## src/rtl/access_pkg.sv

```systemverilog
`default_nettype none
// +----------------------------------------------------------------------+
// | access_pkg                                                           |
// | Shared types and constants for the door-access PIN entry front end:  |
// | FSM state encoding, default PIN width, failure-counter width and a   |
// | small helper for sizing the shared cycle timer.                      |
// | Rev 1.0 - initial release                                            |
// +----------------------------------------------------------------------+
package access_pkg;

   // Default PIN width (bits, and key presses per entry).
   localparam int c_pin_w = 4;

   // Width of the consecutive-failure counter; saturates at all-ones.
   localparam int c_fail_w = 3;
   localparam logic [c_fail_w-1:0] c_fail_max = '1;

   typedef enum logic [2:0] {
      ST_IDLE    = 3'd0,
      ST_COLLECT = 3'd1,
      ST_PRESENT = 3'd2,
      ST_GRANT   = 3'd3,
      ST_DENY    = 3'd4,
      ST_LOCKOUT = 3'd5
   } state_t;

   // Largest of three periods; sizes the one timer shared by all of them.
   function automatic int max3(input int a, input int b, input int c);
      int m;
      m = (a > b) ? a : b;
      return (m > c) ? m : c;
   endfunction

endpackage
`default_nettype wire

```

## src/rtl/pin_entry_ctrl_if.sv

```systemverilog
`default_nettype none
// +----------------------------------------------------------------------+
// | pin_entry_ctrl_if                                                    |
// | Bus between the PIN entry controller and the access checker.         |
// |   has_access : request, held while the PIN is being checked          |
// |   input_pin  : assembled PIN presented to the checker                |
// |   welcome    : checker response, 1 = PIN matches                     |
// | master = controller side, slave = checker side.                      |
// | Rev 1.0 - initial release                                            |
// +----------------------------------------------------------------------+
interface pin_entry_ctrl_if
   import access_pkg::*;
#(
   parameter int PIN_W = c_pin_w
);
   logic             has_access;
   logic [PIN_W-1:0] input_pin;
   logic             welcome;

   modport master (
      output has_access,
      output input_pin,
      input  welcome
   );

   modport slave (
      input  has_access,
      input  input_pin,
      output welcome
   );
endinterface
`default_nettype wire

```

## src/rtl/down_counter.sv

```systemverilog
`default_nettype none
// +----------------------------------------------------------------------+
// | down_counter                                                         |
// | Loadable cycle timer. A load writes load_val; otherwise the count    |
// | decrements until it reaches zero and then holds there.               |
// |   clk, rst_n : clock, asynchronous active-low reset                  |
// |   load       : load load_val this cycle                              |
// |   load_val   : value to load (period - 1 gives period cycles)        |
// |   zero       : count is zero                                         |
// | Rev 1.0 - initial release                                            |
// +----------------------------------------------------------------------+
module down_counter #(
   parameter int WIDTH = 4
) (
   input  logic             clk,
   input  logic             rst_n,
   input  logic             load,
   input  logic [WIDTH-1:0] load_val,
   output logic             zero
);

   logic [WIDTH-1:0] r_count;

   always_ff @(posedge clk or negedge rst_n) begin
      if (!rst_n) begin
         r_count <= '0;
      end else if (load) begin
         r_count <= load_val;
      end else if (r_count != '0) begin
         r_count <= r_count - 1'b1;
      end
   end

   assign zero = (r_count == '0);

endmodule
`default_nettype wire

```

## src/rtl/pin_entry_ctrl.sv

```systemverilog
`default_nettype none
// +----------------------------------------------------------------------+
// | pin_entry_ctrl                                                       |
// | Collects a PIN serially (MSB first) while a card is present,         |
// | presents it to the access checker, drives the door unlock strobe     |
// | on a match, counts consecutive failures and enforces a lockout.      |
// |   clk, rst_n : clock, asynchronous active-low reset                  |
// |   card_ok    : valid card present (entry allowed only while high)    |
// |   key_valid  : one-cycle strobe qualifying key_bit                   |
// |   key_bit    : PIN bit, MSB first                                    |
// |   clear      : abort the current entry                               |
// |   chk        : checker bus (has_access, input_pin, welcome)          |
// |   unlock     : door unlock, UNLOCK_CYCLES long                       |
// |   locked     : lockout active                                        |
// |   fail_cnt   : consecutive failure count                             |
// |   busy       : controller not idle                                   |
// | PIN_W must be >= 2. All outputs are registered.                      |
// | Rev 1.0 - initial release                                            |
// +----------------------------------------------------------------------+
module pin_entry_ctrl
   import access_pkg::*;
#(
   parameter int PIN_W         = c_pin_w,
   parameter int MAX_TRIES     = 3,
   parameter int RESP_WAIT     = 2,
   parameter int UNLOCK_CYCLES = 8,
   parameter int LOCK_CYCLES   = 16
) (
   input  logic                 clk,
   input  logic                 rst_n,
   input  logic                 card_ok,
   input  logic                 key_valid,
   input  logic                 key_bit,
   input  logic                 clear,
   pin_entry_ctrl_if.master     chk,
   output logic                 unlock,
   output logic                 locked,
   output logic [c_fail_w-1:0]  fail_cnt,
   output logic                 busy
);

   localparam int c_tmr_w  = $clog2(max3(RESP_WAIT, UNLOCK_CYCLES, LOCK_CYCLES) + 1);
   localparam int c_bcnt_w = $clog2(PIN_W + 1);

   // Timer loads are period-1: the state exits in the cycle the timer reads zero.
   localparam logic [c_tmr_w-1:0]  c_resp_ld   = c_tmr_w'(RESP_WAIT - 1);
   localparam logic [c_tmr_w-1:0]  c_unlock_ld = c_tmr_w'(UNLOCK_CYCLES - 1);
   localparam logic [c_tmr_w-1:0]  c_lock_ld   = c_tmr_w'(LOCK_CYCLES - 1);
   localparam logic [c_bcnt_w-1:0] c_last_bit  = c_bcnt_w'(PIN_W - 1);
   localparam logic [c_fail_w-1:0] c_max_tries = c_fail_w'(MAX_TRIES);

   state_t                r_state,  w_state_nxt;
   logic [PIN_W-1:0]      r_shreg,  w_shreg_nxt;
   logic [c_bcnt_w-1:0]   r_bcnt,   w_bcnt_nxt;
   logic [PIN_W-1:0]      r_pin,    w_pin_nxt;
   logic                  r_access, w_access_nxt;
   logic                  r_unlock, w_unlock_nxt;
   logic                  r_locked, w_locked_nxt;
   logic [c_fail_w-1:0]   r_fail,   w_fail_nxt;
   logic                  r_busy;
   logic [c_fail_w-1:0]   w_fail_inc;
   logic                  w_tmr_load;
   logic [c_tmr_w-1:0]    w_tmr_val;
   logic                  w_tmr_zero;

   down_counter #(
      .WIDTH (c_tmr_w)
   ) u_timer (
      .clk      (clk),
      .rst_n    (rst_n),
      .load     (w_tmr_load),
      .load_val (w_tmr_val),
      .zero     (w_tmr_zero)
   );

   always_comb begin
      w_state_nxt  = r_state;
      w_shreg_nxt  = r_shreg;
      w_bcnt_nxt   = r_bcnt;
      w_pin_nxt    = r_pin;
      w_access_nxt = r_access;
      w_unlock_nxt = r_unlock;
      w_locked_nxt = r_locked;
      w_fail_nxt   = r_fail;
      w_tmr_load   = 1'b0;
      w_tmr_val    = '0;
      w_fail_inc   = (r_fail == c_fail_max) ? r_fail : r_fail + 1'b1;

      case (r_state)
         ST_IDLE: begin
            if (card_ok && key_valid) begin
               w_shreg_nxt = {{(PIN_W-1){1'b0}}, key_bit};
               w_bcnt_nxt  = c_bcnt_w'(1);
               w_state_nxt = ST_COLLECT;
            end
         end

         ST_COLLECT: begin
            // Abort wins over a key arriving in the same cycle.
            if (clear || !card_ok) begin
               w_shreg_nxt = '0;
               w_bcnt_nxt  = '0;
               w_state_nxt = ST_IDLE;
            end else if (key_valid) begin
               if (r_bcnt == c_last_bit) begin
                  w_pin_nxt    = {r_shreg[PIN_W-2:0], key_bit};
                  w_access_nxt = 1'b1;
                  w_shreg_nxt  = '0;
                  w_bcnt_nxt   = '0;
                  w_tmr_load   = 1'b1;
                  w_tmr_val    = c_resp_ld;
                  w_state_nxt  = ST_PRESENT;
               end else begin
                  w_shreg_nxt = {r_shreg[PIN_W-2:0], key_bit};
                  w_bcnt_nxt  = r_bcnt + 1'b1;
               end
            end
         end

         ST_PRESENT: begin
            // welcome is only looked at in the final wait cycle; unlock is
            // raised on the same edge so it starts RESP_WAIT+1 cycles after
            // the last key.
            if (w_tmr_zero) begin
               w_access_nxt = 1'b0;
               if (chk.welcome) begin
                  w_unlock_nxt = 1'b1;
                  w_fail_nxt   = '0;
                  w_tmr_load   = 1'b1;
                  w_tmr_val    = c_unlock_ld;
                  w_state_nxt  = ST_GRANT;
               end else begin
                  w_state_nxt  = ST_DENY;
               end
            end
         end

         ST_GRANT: begin
            if (w_tmr_zero) begin
               w_unlock_nxt = 1'b0;
               w_state_nxt  = ST_IDLE;
            end
         end

         ST_DENY: begin
            w_fail_nxt = w_fail_inc;
            if (w_fail_inc >= c_max_tries) begin
               w_locked_nxt = 1'b1;
               w_tmr_load   = 1'b1;
               w_tmr_val    = c_lock_ld;
               w_state_nxt  = ST_LOCKOUT;
            end else begin
               w_state_nxt  = ST_IDLE;
            end
         end

         ST_LOCKOUT: begin
            if (w_tmr_zero) begin
               w_locked_nxt = 1'b0;
               w_fail_nxt   = '0;
               w_state_nxt  = ST_IDLE;
            end
         end

         default: begin
            w_state_nxt = ST_IDLE;
         end
      endcase
   end

   always_ff @(posedge clk or negedge rst_n) begin
      if (!rst_n) begin
         r_state  <= ST_IDLE;
         r_shreg  <= '0;
         r_bcnt   <= '0;
         r_pin    <= '0;
         r_access <= 1'b0;
         r_unlock <= 1'b0;
         r_locked <= 1'b0;
         r_fail   <= '0;
         r_busy   <= 1'b0;
      end else begin
         r_state  <= w_state_nxt;
         r_shreg  <= w_shreg_nxt;
         r_bcnt   <= w_bcnt_nxt;
         r_pin    <= w_pin_nxt;
         r_access <= w_access_nxt;
         r_unlock <= w_unlock_nxt;
         r_locked <= w_locked_nxt;
         r_fail   <= w_fail_nxt;
         r_busy   <= (w_state_nxt != ST_IDLE);
      end
   end

   assign chk.has_access = r_access;
   assign chk.input_pin  = r_pin;
   assign unlock         = r_unlock;
   assign locked         = r_locked;
   assign fail_cnt       = r_fail;
   assign busy           = r_busy;

endmodule
`default_nettype wire

```

## src/flat_wrapper.sv

```systemverilog
// flat-port wrapper written by rule: the top's interface ports become plain ports
module pin_entry_ctrl_flat import access_pkg::*;
#(
   parameter int PIN_W         = c_pin_w,
   parameter int MAX_TRIES     = 3,
   parameter int RESP_WAIT     = 2,
   parameter int UNLOCK_CYCLES = 8,
   parameter int LOCK_CYCLES   = 16
)
  (clk, rst_n, card_ok, key_valid, key_bit, clear, unlock, locked, fail_cnt, busy, chk_has_access, chk_input_pin, chk_welcome);
  pin_entry_ctrl_if #(.PIN_W(PIN_W)) chk_i ();
  input  logic clk;
  input  logic rst_n;
  input  logic card_ok;
  input  logic key_valid;
  input  logic key_bit;
  input  logic clear;
  output logic unlock;
  output logic locked;
  output logic [c_fail_w-1:0] fail_cnt;
  output logic busy;
  output wire logic [$bits(chk_i.has_access)-1:0] chk_has_access;
  output wire logic [$bits(chk_i.input_pin)-1:0] chk_input_pin;
  input wire logic [$bits(chk_i.welcome)-1:0] chk_welcome;
  assign chk_has_access = chk_i.has_access;
  assign chk_input_pin = chk_i.input_pin;
  assign chk_i.welcome = chk_welcome;
  pin_entry_ctrl #(.PIN_W(PIN_W), .MAX_TRIES(MAX_TRIES), .RESP_WAIT(RESP_WAIT), .UNLOCK_CYCLES(UNLOCK_CYCLES), .LOCK_CYCLES(LOCK_CYCLES)) u_core (.clk(clk), .rst_n(rst_n), .card_ok(card_ok), .key_valid(key_valid), .key_bit(key_bit), .clear(clear), .chk(chk_i), .unlock(unlock), .locked(locked), .fail_cnt(fail_cnt), .busy(busy));
endmodule
```

## config.mk

```make
export PLATFORM = sky130hd
export DESIGN_NAME = pin_entry_ctrl_flat
export DESIGN_NICKNAME = d
export VERILOG_FILES = /design/src/rtl/access_pkg.sv /design/src/rtl/pin_entry_ctrl_if.sv /design/src/rtl/down_counter.sv /design/src/rtl/pin_entry_ctrl.sv /design/src/flat_wrapper.sv
export SDC_FILE = /design/constraint.sdc
export NUM_CORES = 1
export LEC_CHECK = 0
export CORE_MARGIN = 2
export CORE_UTILIZATION = 30
export DETAILED_ROUTE_END_ITERATION = 10
export PLACE_DENSITY = 0.58
export SKIP_CTS_REPAIR_TIMING = 1
export SLEW_MARGIN = 15
export SYNTH_ARGS = -nofsm -noshare
export SYNTH_HDL_FRONTEND = slang
export SYNTH_SLANG_ARGS = --single-unit
export TNS_END_PERCENT = 30
```

## constraint.sdc

```tcl
create_clock -name clk -period 2.3 [get_ports clk]
set_clock_uncertainty 0.15 [all_clocks]
set_input_delay 0.23 -clock clk [delete_from_list [all_inputs] [get_ports clk]]
set_output_delay 0.23 -clock clk [all_outputs]
set_load 0.01 [all_outputs]
```

* After elaboration in Yosys (flattened, before gate mapping)
Cells that the tools add are included.
** Storage, ports and cells
- Register bits after elaboration :: 25
- Bits of input ports :: 7
- Output and inout port bits :: 11
** Cells by class
- $add $sub $neg :: 3
- $lt $le $gt $ge :: 1
- Equality and inequality tests :: 17
- Multiplexer cells :: 50
- Bitwise gates (word level) :: 1
- Reduce and logical (&&, ||, !) cells :: 20
** Operator list (number)
- $mux 3 :: 21
- $mux 5 :: 5
- $pmux 3 s5 :: 1
- $pmux 5 s3 :: 1
- $mux 1 :: 14
- $ne 2x2->1 const B :: 6
- $pmux 3 s2 :: 2
- $reduce_and 4->1 :: 3
- $reduce_bool 2->1 :: 5
- $eq 3x2->1 const B :: 3
- $eq 3x3->1 const B :: 3
- $pmux 3 s3 :: 1
- $add 3x1->3 const B :: 2
- $ne 2x1->1 const B :: 3
- $pmux 1 s2 :: 3
- $reduce_and 3->1 :: 2
- $reduce_bool 3->1 :: 2
- $logic_not 5->1 :: 1
- $reduce_and 5->1 :: 1
- $reduce_bool 5->1 :: 1
- $sub 5x1->5 const B :: 1
- $mux 4 :: 1
- $eq 3x1->1 const B :: 1
- $ge 3x2->1 const B :: 1
- 8 further kinds :: 8

* Depth between registers and ports, before layout
- Depth in word-level cells :: 6
- Depth in mapped cells :: 7
- Depth with buffers taken out :: 6

* Hierarchy
A second synthesis with hierarchy kept.
** Second synthesis, totals
- Cell total of the unflattened synthesis :: 128
- Area total of the unflattened synthesis :: 1308.8 µm²
** By module, submodules not included
- pin_entry_ctrl :: times used 1, cells each 101, area an instance 1029.7 µm²
- down_counter :: times used 1, cells each 27, area an instance 279.0 µm²

* Worst setup path after synthesis
Ideal clock, no wire load.
- Kind :: register -> register
- Start :: register u_core.u_timer.r_count[0]
- End :: register u_core.r_busy (netlist: u_core.busy)
- Data arrival time :: 1654 ps
- Data required time :: 2006 ps
- Path slack :: 353 ps
- Cell stages (with the launch flop) :: 7
- Path buffers :: 0
- Period minus slack after synthesis :: 1947 ps
- Cell sequence :: dfrtp_1 inv_1 ha_1 or4b_4 a31o_1 a211oi_2 nand4_1
** Between the ends
- Word-level cells in the longest chain between the ends :: 4
- Elaborated cells between the ends (all ways) :: 5
** RTL lines
- start, declared :: line down_counter.sv:22 : logic [WIDTH-1:0] r_count;
- start signal, assigned :: line down_counter.sv:28 : r_count <= load_val;
- start signal, assigned :: line down_counter.sv:30 : r_count <= r_count - 1'b1;
- $logic_not 5->1 (*) :: line down_counter.sv:34 : assign zero = (r_count == '0);
- $mux 3, on equally long branches :: line pin_entry_ctrl.sv:139, pin_entry_ctrl.sv:158, pin_entry_ctrl.sv:124
- $pmux 3 s5 (*) :: line pin_entry_ctrl.sv:89 : case (r_state)
- $reduce_bool 3->1 (*) :: line pin_entry_ctrl.sv:191 : r_busy <= (w_state_nxt != ST_IDLE);
- end signal, assigned :: line pin_entry_ctrl.sv:191
- end, declared :: line pin_entry_ctrl.sv:60 : logic r_busy;
Mark *: on every way between the ends. The rest lies on a longest branch, timed or not.
A chain may end at the register's enable or synchronous reset.

* Final worst setup path
Same ends and word-level chain as after synthesis.

==> metrics.yaml <==
relSlewSlack_pct: 71.22
outcome: "complete, no violations"
final_layout_size_suffix_gt1_share_pct: 15.44
initial_utilization_pct: 30.83
coreArea_um2: 4294
synthFlopType: "dfrtp_1"
overflow: 0
r2r_end: "u_core.busy"
critical_path_arrival_ps: 2090
dp_hpwl_um: 2093
fin_setup_tns_ps: 0
drc: 0
port_buffers: 17
p_sw_uw: 515.9
area_growth_pct: 22.97
r2r_slack_ps: 190
cts_buffers: 3
start_kind: "register"
synth_area_leaders: "dfrtp_1 (47%), a21oi_1 (4.5%), mux2_4 (4.5%)"
r2r_start: "u_core.u_timer.r_count[0]"
die_x_um: 70.43
htree_levels: 1
synth_cell_type_count: 44
setup_viol: 0
drt_iter0_markers: 50
die_area_um2: 4960
vdd_ir_drop_max_v: 0.0002192
final_util_pct: 37.91
die_h_um: 70.43
grt_setup_unrepaired: "false"
p_leak_uw: 0.0007087
path_clk_slew_ps: 90
synth_commonest_cells: "dfrtp_1 (25), a21oi_1 (12), nor2_1 (11), o21ai_0 (8)"
seqPwrFrac_pct: 44.9
clock_tree.buffer_depth: 2
via_per_inst: 5.040
wirelength_um: 2742
synth_top_cell_by_area: "dfrtp_1"
finalCriticalPeriod_ps: 2110
layout.nets: 161
cp.required_ps: 2280
async_flop_share_pct: 100.0
antenna_cells: 0
fmax_mhz: 473.9
grt_pass1_vias: 1062
period_share_pct: 91.76
post_dp_cell_area_um2: 1575
path_max_fanout: 5
clock_latency_ps: 270
maxCapViolations: 0
grt_pass1_wl_um: 4878
yosysMostFrequentCell: "dfrtp_1"
clock-sinks: 25
tightest_slew_ps: 430.4
antenna_found_initial: 0
critPathKind: "reg2reg"
drtAntennaViolNets: 0
clockRootBuffer: "clkbuf_8"
yosysTopAreaCellShare_pct: 47.26
p_total_uw: 1449
grt_max_degree: 26
syn_area_um2: 1324
ys_seq_elements: 25
end_kind: "register"
yosysWarnings: 0
synth.net_count: 138
finalHoldViolCount: 0
track_usage_pct: 12.08
p_int_uw: 932.8
p_clk_share_pct: 17.9
finalWeightedCongestion: 0.8087
combPwrFrac_pct: 37.1
powerDensity_nw_per_um2: 890.0
routed-via-count: 1013
final_area_um2: 1628
synth_cells: 127
cts_tree: "yes"
seq_area_frac_synth_pct: 47.26
slew_viol_final: 0
post_drt_wl_per_cell_um: 13.64
swShare_pct: 35.61
rr_worst_depth: 6
first_pass_iters: 4
hp-class: "in2async"
synth.avg_cell_area_um2: 10.42
synth-edff-count: 0
row_count: 24
ios: 18
-- worst max-delay path, cell delays in order, from the launching register on --
cell and delay (ps):
dfrtp_1 420, inv_1 100, ha_1 180, or4b_4 510, a31o_1 250, a211oi_2 250, nand4_1 120
-- power by group through the flow --
stage	clock network, µW	registers [µW]	logic (µW)
floorplan	0	648	344
global placement	0	648	511
detailed placement	0	654	535
CTS	271	645	539
global route	295	671	603
finish	260	651	538
-- logic make-up after synthesis --
family	synth area share, %
and+or+nand+nor	20.60
AOI/OAI and AO/OA	18.91
DFF	47.26
buffers and inverters	2.741
muxes	5.388
adders and majority gates	3.781
xor gates and xnor gates	1.323
-- state kept, by name (all words and copies together), names as in the netlist --
signal	count
u_core.u_timer.r_count	5
u_core.chk.input_pin	4
u_core.fail_cnt	3
u_core.r_bcnt	3
u_core.r_shreg	3
u_core.r_state	3
u_core.busy	1
u_core.chk.has_access	1
u_core.locked	1
u_core.unlock	1
-- layout make-up --
cell class | count | area [µm²]
clock inverter | 1 | 5.005
clock buffer | 3 | 41.29
fill | 430 | 2666
tap | 52 | 65.06
inverter | 6 | 22.52
multi-input combinational | 93 | 668.1
timing repair buffer | 21 | 200.2
sequential | 25 | 625.6
-- routing by layer --
metal	vias up	GRT usage [%]	share of wire [%]
li1	507	-	-
met1	488	16.47	48
met2	14	19.60	48
met3	4	1.443	2.3
met4	0	4.487	1.6
met5	-	0	0
-- cells in the final DEF (no fill, tap or decap), drive strengths merged, types with 2 or more instances in the layout --
cell type	Yosys	layout
nand4	2	2
a31oi	3	3
o32ai	2	2
inv	6	6
nor2b	2	2
nor4b	2	2
a21oi	12	12
or2	2	2
nand2	6	6
clkbuf	1	3
nand3	2	2
a22o	2	2
dfrtp	25	25
ha	4	4
nand2b	3	3
a211oi	3	3
mux2	5	5
buf	2	4
o22a	2	2
and3	2	2
o21ai	9	9
clkdlybuf4s50	0	17
or3b	2	2
nor3	4	4
nor2	12	12
-- how the worst max path moves through the flow --
stage                         startpoint  cells after the start                 end
6_report       u_core.u_timer.r_count[0]                      6         u_core.busy
5_1_grt        u_core.u_timer.r_count[0]                      6         u_core.busy
4_1_cts        u_core.u_timer.r_count[0]                      6  u_core.fail_cnt[0]
3_5_place_dp   u_core.u_timer.r_count[0]                      6  u_core.fail_cnt[0]
3_3_place_gp   u_core.u_timer.r_count[0]                      6         u_core.busy
2_1_floorplan  u_core.u_timer.r_count[0]                      6         u_core.busy
-- metrics by stage --
step | std cells | setup slack (ps) | hold WS, ps
after detailed placement | 197 | 171.9 | 328.7
after floorplan | 127 | 352.7 | -215.6
after global placement | 197 | 288.4 | 324.5
after global routing | 201 | 20.21 | 192.6
final | 201 | 189.6 | 162.7
after CTS | 201 | 156.2 | 174.6
No activity file was read; power rests on OpenSTA's default activity.
